--- src/rtl/fir_pkg.sv ---
`default_nettype none
// ============================================================================
// Module   : fir_pkg
// Purpose  : Shared types and constants for the time-multiplexed FIR
//            sequencer (fir_mac_seq) and its narrowing stage (fir_sat_acc).
// Contents : state_t     - sequencer state (IDLE / MAC / OUT)
//            FRAC_BITS   - Q1.15 fractional bit count
//            ROUND_CONST - half-LSB added before the shift when rounding
//            SAT_MAX/MIN - Q1.15 clip values
// Options  : FIR_ROUND_EN (consumed by fir_sat_acc)
// Revision : 1.0 - initial release
// ============================================================================
package fir_pkg;

   typedef enum logic [1:0] {
      IDLE = 2'd0,
      MAC  = 2'd1,
      OUT  = 2'd2
   } state_t;

   localparam int          FRAC_BITS   = 15;
   localparam int          ROUND_CONST = 1 << 14;
   localparam logic [15:0] SAT_MAX     = 16'h7FFF;
   localparam logic [15:0] SAT_MIN     = 16'h8000;

endpackage : fir_pkg
`default_nettype wire

--- src/rtl/fir_sat_acc.sv ---
`default_nettype none
// ============================================================================
// Module   : fir_sat_acc
// Purpose  : Combinational narrowing of the MAC accumulator to a Q1.15
//            result: optional round-half-up, arithmetic shift by FRAC_BITS,
//            clip to the signed DATA_WIDTH range and flag the clip.
// Ports    : i_acc  [ACC_WIDTH]  signed accumulator value
//            o_data [DATA_WIDTH] narrowed (possibly clipped) result
//            o_sat               result was clipped
// Options  : FIR_ROUND_EN defined -> add ROUND_CONST before the shift,
//            otherwise plain truncation toward minus infinity.
// Revision : 1.0 - initial release
// ============================================================================
module fir_sat_acc
   import fir_pkg::*;
#(
   parameter int DATA_WIDTH = 16,
   parameter int ACC_WIDTH  = 40
) (
   input  logic signed [ACC_WIDTH-1:0]  i_acc,
   output logic        [DATA_WIDTH-1:0] o_data,
   output logic                         o_sat
);

   // One guard bit so the rounding add can never wrap.
   logic signed [ACC_WIDTH:0]             w_sum;
   logic signed [ACC_WIDTH:0]             w_shifted;
   // Bits from the result sign bit upward; all equal <=> value fits.
   logic        [ACC_WIDTH-DATA_WIDTH+1:0] w_hi;

   always_comb begin
      w_sum = {i_acc[ACC_WIDTH-1], i_acc};
`ifdef FIR_ROUND_EN
      w_sum = w_sum + (ACC_WIDTH+1)'(ROUND_CONST);
`endif
      w_shifted = w_sum >>> FRAC_BITS;
      w_hi      = w_shifted[ACC_WIDTH:DATA_WIDTH-1];

      if ((&w_hi) || !(|w_hi)) begin
         o_data = w_shifted[DATA_WIDTH-1:0];
         o_sat  = 1'b0;
      end else if (w_shifted[ACC_WIDTH]) begin
         o_data = DATA_WIDTH'(SAT_MIN);
         o_sat  = 1'b1;
      end else begin
         o_data = DATA_WIDTH'(SAT_MAX);
         o_sat  = 1'b1;
      end
   end

endmodule : fir_sat_acc
`default_nettype wire

--- src/rtl/fir_mac_seq.sv ---
`default_nettype none
// ============================================================================
// Module   : fir_mac_seq
// Purpose  : Time-multiplexed FIR. Accepts one sample per valid/ready
//            handshake into a circular delay line, then runs one shared MAC
//            over all NTAPS taps (one tap per cycle) and presents the
//            saturated Q1.15 result on a valid/ready output.
// Ports    : clk, rst_n                 clock, async active-low reset
//            in_valid/in_ready/in_data  sample input handshake
//            out_valid/out_ready        result output handshake
//            out_data, out_sat          result and clip flag
//            cfg_we/cfg_addr/cfg_data   coefficient write (IDLE only)
//            cfg_err                    one-cycle pulse on a dropped write
// Options  : FIR_ROUND_EN - round half up before narrowing (fir_sat_acc).
// Revision : 1.0 - initial release
// ============================================================================
module fir_mac_seq
   import fir_pkg::*;
#(
   parameter int DATA_WIDTH = 16,
   parameter int NTAPS      = 16,
   parameter int ACC_WIDTH  = 40
) (
   input  logic                          clk,
   input  logic                          rst_n,
   input  logic                          in_valid,
   output logic                          in_ready,
   input  logic [DATA_WIDTH-1:0]         in_data,
   output logic                          out_valid,
   input  logic                          out_ready,
   output logic [DATA_WIDTH-1:0]         out_data,
   output logic                          out_sat,
   input  logic                          cfg_we,
   input  logic [$clog2(NTAPS)-1:0]      cfg_addr,
   input  logic [DATA_WIDTH-1:0]         cfg_data,
   output logic                          cfg_err
);

   localparam int AW = $clog2(NTAPS);
   localparam int PW = 2 * DATA_WIDTH;

   state_t                        state_q,    state_d;
   logic [AW-1:0]                 wr_ptr_q,   wr_ptr_d;
   logic [AW-1:0]                 base_q,     base_d;
   logic [AW-1:0]                 k_q,        k_d;
   logic signed [ACC_WIDTH-1:0]   acc_q,      acc_d;
   logic [DATA_WIDTH-1:0]         out_data_q, out_data_d;
   logic                          out_sat_q,  out_sat_d;
   logic                          cfg_err_q,  cfg_err_d;
   logic signed [DATA_WIDTH-1:0]  x_q [NTAPS];
   logic signed [DATA_WIDTH-1:0]  x_d [NTAPS];
   logic signed [DATA_WIDTH-1:0]  c_q [NTAPS];
   logic signed [DATA_WIDTH-1:0]  c_d [NTAPS];

   logic [AW-1:0]                 rd_idx;
   logic signed [PW-1:0]          coef_ext, samp_ext, prod;
   logic signed [ACC_WIDTH-1:0]   acc_sum;
   logic [DATA_WIDTH-1:0]         nar_data;
   logic                          nar_sat;

   // Newest sample sits at base; older ones walk backwards and the
   // subtraction wraps at AW bits, giving the circular index for free.
   assign rd_idx   = base_q - k_q;
   assign coef_ext = {{DATA_WIDTH{c_q[k_q][DATA_WIDTH-1]}}, c_q[k_q]};
   assign samp_ext = {{DATA_WIDTH{x_q[rd_idx][DATA_WIDTH-1]}}, x_q[rd_idx]};
   assign prod     = coef_ext * samp_ext;
   assign acc_sum  = acc_q + {{(ACC_WIDTH-PW){prod[PW-1]}}, prod};

   // The last tap's product is folded in before narrowing so the result
   // can be registered on the same edge that ends the MAC phase.
   fir_sat_acc #(
      .DATA_WIDTH (DATA_WIDTH),
      .ACC_WIDTH  (ACC_WIDTH)
   ) u_sat (
      .i_acc  (acc_sum),
      .o_data (nar_data),
      .o_sat  (nar_sat)
   );

   always_comb begin
      state_d    = state_q;
      wr_ptr_d   = wr_ptr_q;
      base_d     = base_q;
      k_d        = k_q;
      acc_d      = acc_q;
      out_data_d = out_data_q;
      out_sat_d  = out_sat_q;
      cfg_err_d  = 1'b0;
      x_d        = x_q;
      c_d        = c_q;

      case (state_q)
         IDLE: begin
            // A write coinciding with an accept lands before tap 0 is read.
            if (cfg_we) c_d[cfg_addr] = cfg_data;
            if (in_valid) begin
               x_d[wr_ptr_q] = in_data;
               base_d        = wr_ptr_q;
               wr_ptr_d      = wr_ptr_q + AW'(1);
               acc_d         = '0;
               k_d           = '0;
               state_d       = MAC;
            end
         end
         MAC: begin
            cfg_err_d = cfg_we;
            acc_d     = acc_sum;
            k_d       = k_q + AW'(1);
            if (k_q == AW'(NTAPS - 1)) begin
               out_data_d = nar_data;
               out_sat_d  = nar_sat;
               state_d    = OUT;
            end
         end
         OUT: begin
            cfg_err_d = cfg_we;
            if (out_ready) state_d = IDLE;
         end
         default: state_d = IDLE;
      endcase
   end

   always_ff @(posedge clk or negedge rst_n) begin
      if (!rst_n) begin
         state_q    <= IDLE;
         wr_ptr_q   <= '0;
         base_q     <= '0;
         k_q        <= '0;
         acc_q      <= '0;
         out_data_q <= '0;
         out_sat_q  <= 1'b0;
         cfg_err_q  <= 1'b0;
         for (int i = 0; i < NTAPS; i++) begin
            x_q[i] <= '0;
            c_q[i] <= '0;
         end
      end else begin
         state_q    <= state_d;
         wr_ptr_q   <= wr_ptr_d;
         base_q     <= base_d;
         k_q        <= k_d;
         acc_q      <= acc_d;
         out_data_q <= out_data_d;
         out_sat_q  <= out_sat_d;
         cfg_err_q  <= cfg_err_d;
         x_q        <= x_d;
         c_q        <= c_d;
      end
   end

   assign in_ready  = (state_q == IDLE);
   assign out_valid = (state_q == OUT);
   assign out_data  = out_data_q;
   assign out_sat   = out_sat_q;
   assign cfg_err   = cfg_err_q;

endmodule : fir_mac_seq
`default_nettype wire

--- config.mk ---
export PLATFORM = sky130hd
export DESIGN_NAME = fir_mac_seq
export DESIGN_NICKNAME = d
export VERILOG_FILES = /design/src/rtl/fir_pkg.sv /design/src/rtl/fir_sat_acc.sv /design/src/rtl/fir_mac_seq.sv
export SDC_FILE = /design/constraint.sdc
export NUM_CORES = 2
export LEC_CHECK = 0
export ABC_AREA = 0
export CORE_ASPECT_RATIO = 1.1
export CORE_MARGIN = 2
export CORE_UTILIZATION = 58
export CTS_BUF_LIST = sky130_fd_sc_hd__clkbuf_16
export CTS_CLUSTER_SIZE = 16
export DETAILED_ROUTE_END_ITERATION = 8
export PLACE_DENSITY = 0.78
export SLEW_MARGIN = 40
export SYNTH_ARGS = -nofsm -noshare
export SYNTH_HDL_FRONTEND = slang
export SYNTH_SLANG_ARGS = --single-unit
export TNS_END_PERCENT = 10
--- constraint.sdc ---
create_clock -name clk -period 11.2 [get_ports clk]
set_input_delay 2.24 -clock clk [delete_from_list [all_inputs] [get_ports clk]]
set_output_delay 2.24 -clock clk [all_outputs]
set_load 0.02 [all_outputs]
## Yosys cells after proc, flatten, opt, wreduce, memory -nomap -nowiden

Cells that the tools add are included.

| cells by class | value |
|---|---|
| add/sub/neg operators | 4 |
| $mul | 1 |
| magnitude comparators | 6 |
| equality and inequality tests | 6 |
| muxes and demuxes | 24 |
| bitwise logic cells | 4 |
| reduce and logical (&&, ||, !) cells | 14 |

Operator list:

| operator | count |
|---|---|
| bitwise mux 256 bit | 2 |
| binary-select mux 16 bit (select 4 bit) | 2 |
| demux 16 bit (select 4 bit) | 2 |
| 2-to-1 mux 16 bit | 8 |
| one-hot mux 40 bit (2 select lines) | 1 |
| adder 40 bit | 1 |
| 2-to-1 mux 40 bit | 1 |
| multiplier 16 x 16 -> 32 bit | 1 |
| greater-or-equal comparator 5 bit (second input constant) | 4 |
| NOT 4 -> 5 bit | 4 |
| less-than comparator 5 x 1 -> 1 bit (second input constant) | 2 |
| AND reduction 10 bit | 1 |
| OR reduction 10 bit | 1 |
| adder 4 x 1 -> 4 bit (second input constant) | 2 |
| one-hot mux 4 bit (2 select lines) | 1 |
| AND reduction 2 bit | 4 |
| 2-to-1 mux 2 bit | 3 |
| one-hot mux 2 bit (3 select lines) | 1 |
| equality test 4 bit (second input constant) | 1 |
| 2-to-1 mux 4 bit | 1 |
| inequality test 2 bit (second input constant) | 2 |
| subtractor 4 bit | 1 |
| AND reduction 3 bit | 1 |
| equality test 2 x 1 -> 1 bit (second input constant) | 1 |
| 9 further kinds | 11 |

| word-level totals | value |
|---|---|
| bits in registers | 584 |
| bits of input ports | 41 |
| output and inout port bits | 20 |
| word-level logic and storage cells | 99 |

## Depth between registers and ports, before layout

| depth | value |
|---|---|
| depth in word-level cells | 11 |
| depth in mapped cells | 50 |

## By module

From an unflattened synthesis, not the netlist that was laid out.

| second synthesis, totals | value |
|---|---|
| cells, all modules | 3,110 |
| area total of the unflattened synthesis | 38,353.0 um^2 |

Modules (own cells, without submodules):

| module | instances | cells an instance | area each (um^2) |
|---|---|---|---|
| fir_mac_seq | 1 | 3,048 | 37,901.4 |
| fir_sat_acc | 1 | 62 | 451.7 |

## Least setup slack after synthesis

Ideal clock, no wire load.

| timing path | value |
|---|---|
| kind | register to register |
| start | register k_q[1] |
| end | register out_data_q[9] (netlist: out_data[9]) |
| setup time | 0.080 ns |
| arrival | 11.737 ns |
| path slack | -0.617 ns |
| cell stages (with the launch flop) | 49 |
| buffers on the path | 7 |
| clock period less this slack | 11.817 ns |
| cells stage by stage | dfrtp_1 buf_1 buf_1 inv_1 fa_1 clkbuf_1 buf_1 clkbuf_1 mux4_2 mux2i_1 a21oi_1 clkbuf_1 nand2_1 fa_1 inv_1 fa_1 inv_1 fa_1 (+13 left out) nor2_1 a21oi_1 a21oi_1 o21ba_2 xnor2_1 ha_1 a21oi_1 nor2b_1 o21a_1 o41a_1 a21bo_2 a31oi_1 nand4_1 or4_4 nor4_4 a21oi_2 buf_6 o22ai_2 |

| between the ends | value |
|---|---|
| longest elaborated chain between the ends | 11 |

Ends and longest elaborated chain:

| what | line | text |
|---|---|---|
| start, declared | fir_mac_seq.sv:45 | `logic [AW-1:0] k_q, k_d;` |
| start signal, assigned | fir_mac_seq.sv:141 | `k_q <= k_d;` |
| subtractor 4 bit | fir_mac_seq.sv:63 | `assign rd_idx = base_q - k_q;` |
| NOT 4 -> 5 bit (implied by the code) | fir_mac_seq.sv:65 | `assign samp_ext = {{DATA_WIDTH{x_q[rd_idx][DATA_WIDTH-1]}}, x_q[rd_idx]};` |
| binary-select mux 16 bit (select 4 bit) | fir_mac_seq.sv:65 |  |
| 2-to-1 mux 16 bit (implied by the code) (2 in series) | fir_mac_seq.sv:65 |  |
| multiplier 16 x 16 -> 32 bit | fir_mac_seq.sv:66 | `assign prod = coef_ext * samp_ext;` |
| adder 40 bit | fir_mac_seq.sv:67 | `assign acc_sum = acc_q + {{(ACC_WIDTH-PW){prod[PW-1]}}, prod};` |
| OR reduction 10 bit | fir_sat_acc.sv:39 | `if ((&w_hi) \|\| !(\|w_hi)) begin` |
| logical NOT 1 bit | fir_sat_acc.sv:39 |  |
| logical OR 1 bit | fir_sat_acc.sv:39 |  |
| 2-to-1 mux 16 bit | fir_sat_acc.sv:39 |  |
| end signal, assigned | fir_mac_seq.sv:143 | `out_data_q <= out_data_d;` |
| end, declared | fir_mac_seq.sv:47 | `logic [DATA_WIDTH-1:0] out_data_q, out_data_d;` |

Parallel ways exist; a longest one is shown, timed or not. The select of a mux whose other input is x is not followed.
A chain may end at the register's enable or synchronous reset.

## Worst setup path after layout

| timing path | value |
|---|---|
| start | register k_q[0] |
| end | register out_data_q[3] (netlist: out_data[3]) |

Same word-level chain as after synthesis.

==> impl_results.html <==
<table>
<tr><th>Metric</th><th>Value</th></tr>
<tr><th colspan="2">Run status</th></tr>
<tr><td>Result of the run</td><td>finished, final reports clean</td></tr>
<tr><th colspan="2">Logic synthesis</th></tr>
<tr><td>Synthesized cell area</td><td>38100 µm²</td></tr>
<tr><td>Sequential element share of the synthesized area</td><td>0.384</td></tr>
<tr><td>Ys flop type</td><td>dfrtp_1</td></tr>
<tr><td>Synth Warn #</td><td>0</td></tr>
<tr><td>Asr flop ratio synth</td><td>1.00</td></tr>
<tr><td>Number of enable flip-flop cells after synthesis</td><td>0</td></tr>
<tr><td>Post-synth top area share</td><td>0.384</td></tr>
<tr><td>Synth Net Count</td><td>3558</td></tr>
<tr><td>Top area cells in the synthesized netlist</td><td>dfrtp_1 38%, mux2_2 15%, fa_1 14%</td></tr>
<tr><td>Post-synthesis instance total</td><td>3120</td></tr>
<tr><td>Number of distinct library cells after synthesis</td><td>74</td></tr>
<tr><td>Post-synthesis cell type with the largest combined area</td><td>dfrtp_1</td></tr>
<tr><td>Post-synthesis sequential element count</td><td>584</td></tr>
<tr><td>Mean cell area of the mapped netlist</td><td>12.2 µm²</td></tr>
<tr><th colspan="2">Route</th></tr>
<tr><td>Routed wire length per instance</td><td>22.1 µm</td></tr>
<tr><td>Routed Wire Length</td><td>93000 µm</td></tr>
<tr><td>DRC errors left</td><td>0</td></tr>
<tr><td>Count of antenna-violating nets left after detailed routing</td><td>0</td></tr>
<tr><td>Count of routing violations after the opening detailed-route iteration</td><td>1495</td></tr>
<tr><td>Vias per cell</td><td>5.95</td></tr>
<tr><td>Pre-antenna DRT Iters</td><td>5</td></tr>
<tr><td>Total number of vias</td><td>25044</td></tr>
<tr><th colspan="2">Layout</th></tr>
<tr><td>Synthesis-to-layout area growth</td><td>14.9%</td></tr>
<tr><td>Post-layout nets</td><td>3749</td></tr>
<tr><td>Count of filler cells inserted in the layout</td><td>4494</td></tr>
<tr><td>Fraction of final layout cells sized beyond drive strength 1</td><td>0.335</td></tr>
<tr><td>Final design instance area without fill</td><td>43800 µm²</td></tr>
<tr><th colspan="2">CTS</th></tr>
<tr><td>Sinks on Clock Net</td><td>584</td></tr>
<tr><td>Number of hold-repair buffers added at the cts stage</td><td>0</td></tr>
<tr><td>Clock Tree Root</td><td>clkbuf_16</td></tr>
<tr><td>CTS H-Tree Depth</td><td>2</td></tr>
<tr><td>Number of buffers added by the clock tree synthesis step</td><td>59</td></tr>
<tr><td>TritonCTS clock tree</td><td>yes</td></tr>
<tr><td>Clock latency at the later pin of the worst-skew pair</td><td>0.64 ns</td></tr>
<tr><td>Max Root-Sink Buffers</td><td>3</td></tr>
<tr><td>Clock edge transition at the registers on the reported setup and hold paths</td><td>0.07 ns</td></tr>
<tr><th colspan="2">Critical path</th></tr>
<tr><td>Stages on worst setup path</td><td>43</td></tr>
<tr><td>Crit. End Element</td><td>flip-flop</td></tr>
<tr><td>Terminus of the critical flop-to-flop path</td><td>out_data[3]</td></tr>
<tr><td>Logic depth of the worst register-to-register path</td><td>43</td></tr>
<tr><td>Combined buffer and inverter count along the critical path</td><td>11</td></tr>
<tr><td>Critical path launch point</td><td>k_q[0]</td></tr>
<tr><td>Arrival time at the worst endpoint</td><td>11.37 ns</td></tr>
<tr><td>Critical path launch point type</td><td>flip-flop</td></tr>
<tr><td>Cell with the biggest individual delay on the critical path</td><td>fa_2</td></tr>
<tr><td>Top cell family by delay on the critical path</td><td>adder cells</td></tr>
<tr><td>Worst endpoint required time</td><td>11.68 ns</td></tr>
<tr><td>Crit Path Class</td><td>flip-flop to flip-flop</td></tr>
<tr><td>Reg-to-reg critical path startpoint</td><td>k_q[0]</td></tr>
<tr><td>Largest fanout on the critical path</td><td>15</td></tr>
<tr><td>Largest stage delay on the critical path</td><td>0.63 ns</td></tr>
<tr><td>Critical Path End</td><td>out_data[3]</td></tr>
<tr><td>FF-to-FF setup slack</td><td>0.31 ns</td></tr>
<tr><th colspan="2">Placement</th></tr>
<tr><td>Estimated wirelength of the detail-placed design</td><td>64900 µm</td></tr>
<tr><td>I/O Buffers</td><td>60</td></tr>
<tr><td>Setup Slack @ Placement</td><td>-0.686 ns</td></tr>
<tr><td>Final RePlAce weighted congestion</td><td>0.907</td></tr>
<tr><td>Standard cell area after detailed placement</td><td>40900 µm²</td></tr>
<tr><th colspan="2">STA</th></tr>
<tr><td>Final critical-path setup slack</td><td>0.312 ns</td></tr>
<tr><td>Final Hold Violating Endpoints</td><td>0</td></tr>
<tr><td>Period utilisation layout</td><td>0.972</td></tr>
<tr><td>Worst-case hold slack</td><td>0.491 ns</td></tr>
<tr><td>Final critical-path required period</td><td>10.89 ns</td></tr>
<tr><td>Final setup violation count</td><td>0</td></tr>
<tr><td>Slew HR</td><td>0.490</td></tr>
<tr><td>Final Max Tran Viols</td><td>0</td></tr>
<tr><td>Setup TNS</td><td>0 ns</td></tr>
<tr><td>Maximum clock rate</td><td>0.0918 GHz</td></tr>
<tr><td>Largest clock skew in the final design</td><td>0.0344 ns</td></tr>
<tr><td>Actual slew at the worst max-slew pin</td><td>0.765 ns</td></tr>
<tr><th colspan="2">GRT</th></tr>
<tr><td>Met1 usage</td><td>0.378</td></tr>
<tr><td>Global Route met3 Usage</td><td>0.0385</td></tr>
<tr><td>Number of antenna violations at the first check in global routing</td><td>2</td></tr>
<tr><td>Vias in the first global route</td><td>27596</td></tr>
<tr><td>Global route overflow</td><td>0</td></tr>
<tr><td>First-pass GRT wire length</td><td>149000 µm</td></tr>
<tr><td>Layer carrying the most global-route usage</td><td>met2</td></tr>
<tr><td>Maximum number of pins on one net before global-route repair</td><td>118</td></tr>
<tr><td>Fraction of met2 tracks used by global routing</td><td>0.479</td></tr>
<tr><td>Total routing usage reported by global routing</td><td>0.281</td></tr>
<tr><th colspan="2">Job</th></tr>
<tr><td>Max capacitance violation total</td><td>0</td></tr>
<tr><th colspan="2">Floorplan</th></tr>
<tr><td>Core Rows</td><td>98</td></tr>
<tr><td>Die Y</td><td>273 µm</td></tr>
<tr><td>Die X-Extent</td><td>248 µm</td></tr>
<tr><td>Area of the core region</td><td>65000 µm²</td></tr>
<tr><td>Top-level I/O count</td><td>61</td></tr>
<tr><td>Full die area</td><td>67700 µm²</td></tr>
<tr><td>Initial core utilization</td><td>0.586</td></tr>
<tr><th colspan="2">Worst hold path</th></tr>
<tr><td>Class of the tightest hold or removal check</td><td>flip-flop to flip-flop</td></tr>
</table>
## cell usage after synthesis, drive strengths merged, types with 3 or more instances
cell type and n:
o31ai 4, fa 265, xor2 25, clkbuf 153
o22ai 15, a21oi 83, and4 3, a2111oi 4
a31oi 7, nand3 32, xnor2 45, o21ai 82
ha 132, mux4 138, a21o 23, or3 6
mux2 519, nor2b 86, dfrtp 584, o21bai 5
or4 5, nor2 142, and3 8, o41ai 3
nor3 21, or2 9, mux2i 17, nand4 12
o21a 18, nand2b 38, a22o 9, inv 315
buf 22, nand2 210, a211o 4, and2 27
nand3b 4, a211oi 16
## flip-flops by register name, summed over array words and instances (netlist names)
signal    flops
c_q         256
x_q         256
acc_q        40
out_data     16
base_q        4
k_q           4
wr_ptr_q      4
state_q       2
cfg_err       1
out_sat       1
## layout by cell type (no fill, tap or decap), types with 8 or more instances in the layout
master | Yosys | final
dfrtp_1 | 584 | 582
mux2_2 | 519 | 517
inv_1 | 315 | 323
fa_1 | 265 | 260
nand2_1 | 210 | 208
buf_4 | 1 | 199
mux4_2 | 138 | 138
nor2_1 | 141 | 133
ha_1 | 132 | 118
nor2b_1 | 86 | 82
o21ai_0 | 78 | 67
clkbuf_16 | 0 | 62
a21oi_1 | 81 | 60
clkdlybuf4s50_1 | 0 | 59
xnor2_1 | 43 | 40
nand2b_1 | 38 | 37
nand3_1 | 31 | 29
and2_1 | 27 | 26
buf_6 | 3 | 26
xor2_1 | 25 | 24
a21o_1 | 23 | 23
o21a_1 | 18 | 18
a21oi_2 | 2 | 17
mux2i_1 | 17 | 16
clkinv_1 | 2 | 15
nor3_1 | 21 | 15
clkinv_2 | 0 | 15
nand4_1 | 12 | 12
o22ai_2 | 10 | 12
buf_12 | 0 | 12
o21ai_1 | 4 | 11
ha_4 | 0 | 10
or2_2 | 9 | 9
a22o_1 | 9 | 9
and3_1 | 8 | 8
a211oi_2 | 1 | 8
nor2_2 | 1 | 8
## metrics by stage
stage                     utilization  instances
after global placement          0.628       4060
after global routing            0.674       4211
after floorplan                     -       3120
after detailed placement        0.629       4062
final                           0.674       4211
after CTS                       0.661       4185
## worst reg2reg max path: cells and delay by family, from the launching register on
family,cells,cell delay (ns)
xor gates and xnor gates,3,0.51
muxes,2,0.60
AOI/OAI and AO/OA,12,2.66
and+or+nand+nor,5,0.75
buffers and inverters,11,1.55
adders and majority gates,10,4.23
DFF,1,0.49
## how the worst min path moves through the flow
stage | depth (start not counted) | slack [ns] | start | endpoint
global placement | 2 | 0.47 | acc_q[22] | acc_q[22]
finish | 2 | 0.49 | acc_q[18] | acc_q[18]
detailed placement | 2 | 0.48 | acc_q[18] | acc_q[18]
floorplan | 2 | 0.45 | base_q[2] | base_q[2]
global route | 1 | 0.51 | x_q[66] | x_q[66]
CTS | 2 | 0.50 | acc_q[18] | acc_q[18]
## kinds of logic (layout without fill, tap and decap cells)
logic type / Yosys count / in the layout / share of synthesized area
compound gates: 295 / 296 / 0.0515
fa+ha+maj: 397 / 397 / 0.183
flops: 584 / 584 / 0.384
buf+inv: 492 / 730 / 0.0495
mux: 674 / 674 / 0.240
xor+xnor: 70 / 70 / 0.0165
other cells: 0 / 2 / 0
simple gates: 608 / 608 / 0.0766
## what timing repair did
action / CTS / global route
resized for setup: 31 / 123
buffers inserted: 13 / 23
cloned: 1 / 3
endpoints found under the setup margin: 17 / 18
pin swaps: 14 / 73
## per-layer routing
layer	share of wire	up-vias
met1	0.41	13144
met5	0	-
met4	0.029	0
li1	-	11015
met2	0.51	698
met3	0.049	187
## layout make-up
| type | instances | area [µm²] | share of cell area |
|---|---|---|---|
| Multi-Input combinational cell | 2045 | 22300 | 0.509 |
| Sequential cell | 584 | 14600 | 0.334 |
| Timing Repair Buffer | 304 | 2800 | 0.0639 |
| Clock buffer | 60 | 1500 | 0.0343 |
| Inverter | 317 | 1190 | 0.0273 |
| Tap cell | 850 | 1060 | 0.0243 |
| Clock inverter | 49 | 327 | 0.00746 |
| Antenna cell | 2 | 5.00 | 0.000114 |
Power is not shown: default switching activity piles up to over one toggle a cycle in this logic, so the estimate is an artifact.
